<file path="config.mk">
export PLATFORM = sky130hd
export DESIGN_NAME = arbitro_conversor_bcd
export DESIGN_NICKNAME = d
export VERILOG_FILES = /design/src/rtl/arbitro_conversor_bcd.sv
export SDC_FILE = /design/constraint.sdc
export NUM_CORES = 1
export LEC_CHECK = 0
export CAP_MARGIN = 30
export CORE_UTILIZATION = 45
export DETAILED_ROUTE_END_ITERATION = 16
export PLACE_DENSITY = 0.76
export SLEW_MARGIN = 10
export SYNTH_ARGS = -nofsm -noshare
export SYNTH_HDL_FRONTEND = slang
export SYNTH_SLANG_ARGS = --single-unit
</file>
<file path="constraint.sdc">
create_clock -name clk -period 2.08 [get_ports clk]
set_input_delay 0.312 -clock clk [delete_from_list [all_inputs] [get_ports clk]]
set_output_delay 0.312 -clock clk [all_outputs]
set_load 0.01 [all_outputs]
</file>
<file path="src/rtl/arbitro_conversor_bcd.sv">
// -----------------------------------------------------------------------------
// arbitro_conversor_bcd
//
// Shares one external combinational binary-to-BCD converter between two
// requesters with a round-robin req/ack handshake. Each channel keeps its own
// 12-bit BCD result. A free-running scanner multiplexes the three digits of
// the selected channel onto a common-anode 7-segment display.
//
// Parameters:
//   SCAN_DIV  clock cycles each digit stays lit (>= 1)
//
// Ports:
//   clk, rst            clock (rising edge), synchronous active-high reset
//   req0/val0/ack0      channel 0 request, operand, one-cycle completion pulse
//   req1/val1/ack1      channel 1 request, operand, one-cycle completion pulse
//   conv_bin            registered operand, drives the converter bin_in
//   conv_cent/dez/uni   converter outputs (hundreds, tens, units)
//   bcd0, bcd1          stored results {centenas, dezenas, unidades}
//   disp_sel            display channel (0 -> bcd0, 1 -> bcd1)
//   an                  active-low one-hot anodes (bit0 units .. bit2 hundreds)
//   digit               BCD nibble for the segment decoder
//
// Build option:
//   BLANK_ZEROS_EN      when defined, leading zeros of hundreds/tens are blanked
// -----------------------------------------------------------------------------
module arbitro_conversor_bcd #(
  parameter int SCAN_DIV = 50000
) (
  input  logic        clk,
  input  logic        rst,
  input  logic        req0,
  input  logic [7:0]  val0,
  output logic        ack0,
  input  logic        req1,
  input  logic [7:0]  val1,
  output logic        ack1,
  output logic [7:0]  conv_bin,
  input  logic [3:0]  conv_cent,
  input  logic [3:0]  conv_dez,
  input  logic [3:0]  conv_uni,
  output logic [11:0] bcd0,
  output logic [11:0] bcd1,
  input  logic        disp_sel,
  output logic [2:0]  an,
  output logic [3:0]  digit
);

  typedef enum logic [1:0] {
    S_IDLE = 2'd0,
    S_LOAD = 2'd1,
    S_DONE = 2'd2
  } state_t;

  localparam int CNT_W = (SCAN_DIV > 1) ? $clog2(SCAN_DIV) : 1;
  localparam logic [CNT_W-1:0] CNT_MAX = CNT_W'(SCAN_DIV - 1);

  state_t state, state_nxt;
  logic   grant;       // channel currently being served
  logic   last_grant;  // channel served most recently, for tie breaking
  logic   winner;
  logic   start;
  logic   capture;

  // ---------------------------------------------------------------------------
  // Arbitration: a lone request wins; on a tie the channel not served last wins.
  // ---------------------------------------------------------------------------
  always_comb begin
    // NOTE: every variable assigned in always_comb gets a default first so no
    // path leaves it unassigned, which would infer a latch.
    winner = 1'b0;
    unique case ({req1, req0})
      2'b01:   winner = 1'b0;
      2'b10:   winner = 1'b1;
      2'b11:   winner = ~last_grant;
      default: winner = 1'b0;
    endcase
  end

  // ---------------------------------------------------------------------------
  // FSM: state register / next-state logic / output decode
  // ---------------------------------------------------------------------------
  always_ff @(posedge clk) begin
    // NOTE: sequential state uses non-blocking assignments so every register
    // samples pre-edge values regardless of statement order.
    if (rst) state <= S_IDLE;
    else     state <= state_nxt;
  end

  always_comb begin
    state_nxt = state;
    unique case (state)
      S_IDLE:  if (req0 || req1) state_nxt = S_LOAD;
      S_LOAD:  state_nxt = S_DONE;
      S_DONE:  state_nxt = S_IDLE;   // requests are ignored here
      default: state_nxt = S_IDLE;
    endcase
  end

  always_comb begin
    start   = (state == S_IDLE) && (req0 || req1);
    capture = (state == S_LOAD);
  end

  // ---------------------------------------------------------------------------
  // Conversion datapath: operand register -> external converter -> result.
  // ---------------------------------------------------------------------------
  always_ff @(posedge clk) begin
    if (rst) begin
      // NOTE: the result registers are plain flops, not a memory array, and
      // must read as zero after reset, so they are reset explicitly.
      conv_bin   <= 8'h00;
      grant      <= 1'b0;
      last_grant <= 1'b1;
      ack0       <= 1'b0;
      ack1       <= 1'b0;
      bcd0       <= 12'h000;
      bcd1       <= 12'h000;
    end else begin
      ack0 <= 1'b0;
      ack1 <= 1'b0;
      if (start) begin
        conv_bin   <= winner ? val1 : val0;
        grant      <= winner;
        last_grant <= winner;
      end
      if (capture) begin
        if (grant) begin
          bcd1 <= {conv_cent, conv_dez, conv_uni};
          ack1 <= 1'b1;
        end else begin
          bcd0 <= {conv_cent, conv_dez, conv_uni};
          ack0 <= 1'b1;
        end
      end
    end
  end

  // ---------------------------------------------------------------------------
  // Display scan
  // ---------------------------------------------------------------------------
  logic [CNT_W-1:0] cnt;
  logic [1:0]       idx;
  logic [11:0]      sel_bcd;
  logic [2:0]       an_nxt;
  logic [3:0]       digit_nxt;

  always_ff @(posedge clk) begin
    if (rst) begin
      cnt <= '0;
      idx <= 2'd0;
    end else if (cnt == CNT_MAX) begin
      cnt <= '0;
      idx <= (idx == 2'd2) ? 2'd0 : idx + 2'd1;
    end else begin
      cnt <= cnt + 1'b1;
    end
  end

  always_comb begin
    sel_bcd   = disp_sel ? bcd1 : bcd0;
    an_nxt    = 3'b111;
    digit_nxt = 4'h0;
    unique case (idx)
      2'd0: begin an_nxt = 3'b110; digit_nxt = sel_bcd[3:0];  end
      2'd1: begin an_nxt = 3'b101; digit_nxt = sel_bcd[7:4];  end
      2'd2: begin an_nxt = 3'b011; digit_nxt = sel_bcd[11:8]; end
      default: begin an_nxt = 3'b111; digit_nxt = 4'h0; end
    endcase
`ifdef BLANK_ZEROS_EN
    // Blank leading zeros; the units digit always stays lit.
    if (sel_bcd[11:8] == 4'h0) begin
      an_nxt[2] = 1'b1;
      if (sel_bcd[7:4] == 4'h0) an_nxt[1] = 1'b1;
    end
`endif
  end

  always_ff @(posedge clk) begin
    if (rst) begin
      an    <= 3'b111;
      digit <= 4'h0;
    end else begin
      an    <= an_nxt;
      digit <= digit_nxt;
    end
  end

endmodule

</file>
==> metrics <==
Slowest-stage cell, CP or4_1; reg2reg path depth 4; die width roughly 77 um; first-pass GRT wire length 10090 um; DR iter-0 viols about 110; most frequent cells in the layout clkdlybuf4s50_1 (73), nand2_1 (64), dfxtp_1 (63), nor2_1 (31), a21oi_1 (30); metal2 WL 3004 um; half-perimeter wire length after placement between 4000 and 5000 um; GRT Overall Usage approximately 22%; clock sink count 63; Non-Filler Instances roughly 450; Post-Route WL approximately 6000 um; Synth cell types 40; Largest stage delay, worst path 530 ps; warnings from Yosys 0; TritonCTS buffer count 9; FMAX approximately 510 MHz; crit path kind register to register; CP top delay family simple AND/OR/NAND/NOR gates; worst path bufs/invs 0; Worst slew margin 44.40%; commonest non-fill, non-tap cell in the layout clkdlybuf4s50_1; TritonCTS clock tree done; Ports 74; core area 5473 sq um; netlist area before placement ~2600 sq um; clock root buffer master clkbuf_8; startpoint types register; ys flop type dfxtp_1; die area roughly 6000 sq um; Hold Path Sink bcd1[1]; grt total ovfl 0; Post-synth EDFFs 0; Critical Path, Cell by Cell or4_1 > or4_4 > or3b_1 > a21oi_2; setup bufs post-CTS 0; number of port buffers 73; TritonRoute pass-1 iters 4; CP endpoint kind register; Skew-Pair Late Insertion Delay ~340 ps; vias in the first global route approximately 2200; die height a little under 80 um; Starting Density 46.66%; PnR worst setup slack ~110 ps; status completed; layout cells sized above 1 under 10%; CTS hold repair buffers 0; post-synthesis register bit count 63; htree depth 3; maxcap violations 0; fill count roughly 470; Hold Fails Final Rpt 0; Fin Hold WS 469.6 ps; Crit path required time 2360 ps; crit path max fanout 5; DR DRC count 0; Post-CTS Resized 0; min cycle time layout about 2000 ps; Final nets 410; ant diodes 0; Clock Tree Buf Depth 2; Min-Delay Path Class register to register; top layer in use met4; worst clock skew roughly 8 ps; cells after synthesis ~300; Slew @ Worst Pin about 830 ps; Vias 2355; WL met3 317 um; site row count 27; vias per inst ~5.2; Post-Place Setup Slack 122.7 ps; Area Overhead vs Synth 41.30%; R2R Path Start cnt[11]; P per Cell Area a little under 800 nW/um^2; Post-Route Setup TNS 0 ps; synthesized area per cell 8.541 sq um; VDD IR-drop max 796.4 uV; Final Cycle Share between 90 and 100%; Pleak about 1.3 nW; ANT nets after route 0; final setup fails 0; placed insts approximately 440; initial antenna violation count 0; largest net degree at the start of global routing 21; WL/cell ~13 um; Arr. time, crit path around 2200 ps; Final GP Congestion around 0.89; R2R Path End idx[1]; wire length on met1 2619 um; RSZ-0062 raised after global routing false; reg-to-reg slack, setup between 100 and 150 ps; Slew Limit Fails 0; Seq/Total Area, Yosys roughly half; total nets after synthesis between 300 and 400; hold_sp bcd1[1]; worst hold stages 2; Worst-path clk slew approximately 60 ps; asr flop ratio synth 0%
state kept, by name, summed over array words and instances (netlist names), 2 cells and up:
signal and flops:
bcd0 12, state 2, cnt 16, digit 4, idx 2, bcd1 12
conv_bin 8, an 3
area by class of cell:
type                            count  area, sq um  area share (%)
Clock buffer                       13        158.9           4.404
Tap cell                           72        90.09           2.497
Multi-Input combinational cell    214         1209           33.50
Inverter                            5        18.77          0.5201
Clock inverter                      3        65.06           1.803
Sequential cell                    63         1261           34.95
Timing Repair Buffer               83        805.8           22.33
cells by family after synthesis:
logic type               after synthesis  share of synthesized area, %
AO/OA/AOI/OAI                         59                         14.50
XOR/XNOR                              11                         3.773
adder cells (fa/ha/maj)                1                        0.4899
buffers and inverters                 22                         3.283
flip-flops                            63                         49.39
multiplexers                          16                         6.271
AND/OR/NAND/NOR                      127                         22.29
per-layer routing:
layer | GRT usage [%] | vias up
met5 | 0 | -
met4 | 6.792 | 0
met3 | 8.706 | 12
met2 | 36.81 | 64
met1 | 24.72 | 1094
li1 | - | 1185
worst max path at each step:
| stage | from | depth (start not counted) | endpoint | slack [ps] |
|---|---|---|---|---|
| 2_1_floorplan | cnt[0] | 5 | idx[1] | 170 |
| 3_3_place_gp | cnt[11] | 4 | idx[1] | 160 |
| 3_5_place_dp | cnt[11] | 4 | idx[1] | 120 |
| 4_1_cts | cnt[11] | 4 | idx[1] | 110 |
| 5_1_grt | cnt[11] | 4 | idx[1] | 50 |
| 6_report | cnt[11] | 4 | idx[1] | 110 |
synth_stat cells (all sizes together), types with 2 or more instances:
cell     n  area share [%]
xor2     3             1.0
buf      3            0.49
o211ai   3            0.88
nand3    6             1.2
nor4     3            0.74
nor3     3            0.59
xnor2    8             2.7
or3      4            0.98
or2      2            0.49
mux2i   16             6.3
nand2b   4            0.98
o211a    4             1.6
dfxtp   63              49
nor2    31             4.6
nand2   64             9.4
or4      3             1.0
a211oi   8             2.4
o22ai    4            0.98
o21ai    2            0.39
inv      5            0.74
clkbuf  14             2.1
a21oi   31             6.2
power by group:
part           switching, mW  leakage, nW  internal [mW]
sequential            0.0340        0.514           1.26
clock                  0.435        0.114          0.739
combinational          0.156        0.651          0.189
metrics by stage:
step                total power, mW  util (%)  cell area, sq um
global placement              1.661     61.84              3385
CTS                           2.843     65.94              3608
global route                  2.935     65.94              3608
detailed placement            1.668     61.84              3385
finish                        2.816     65.94              3608
floorplan                     1.476         -              2554
worst min-delay path, stage by stage (launching register included):
cell     delay (ps)
dfxtp_1         320
nand2_1          50
a21oi_1          50
(Power assumes the default switching activity.)
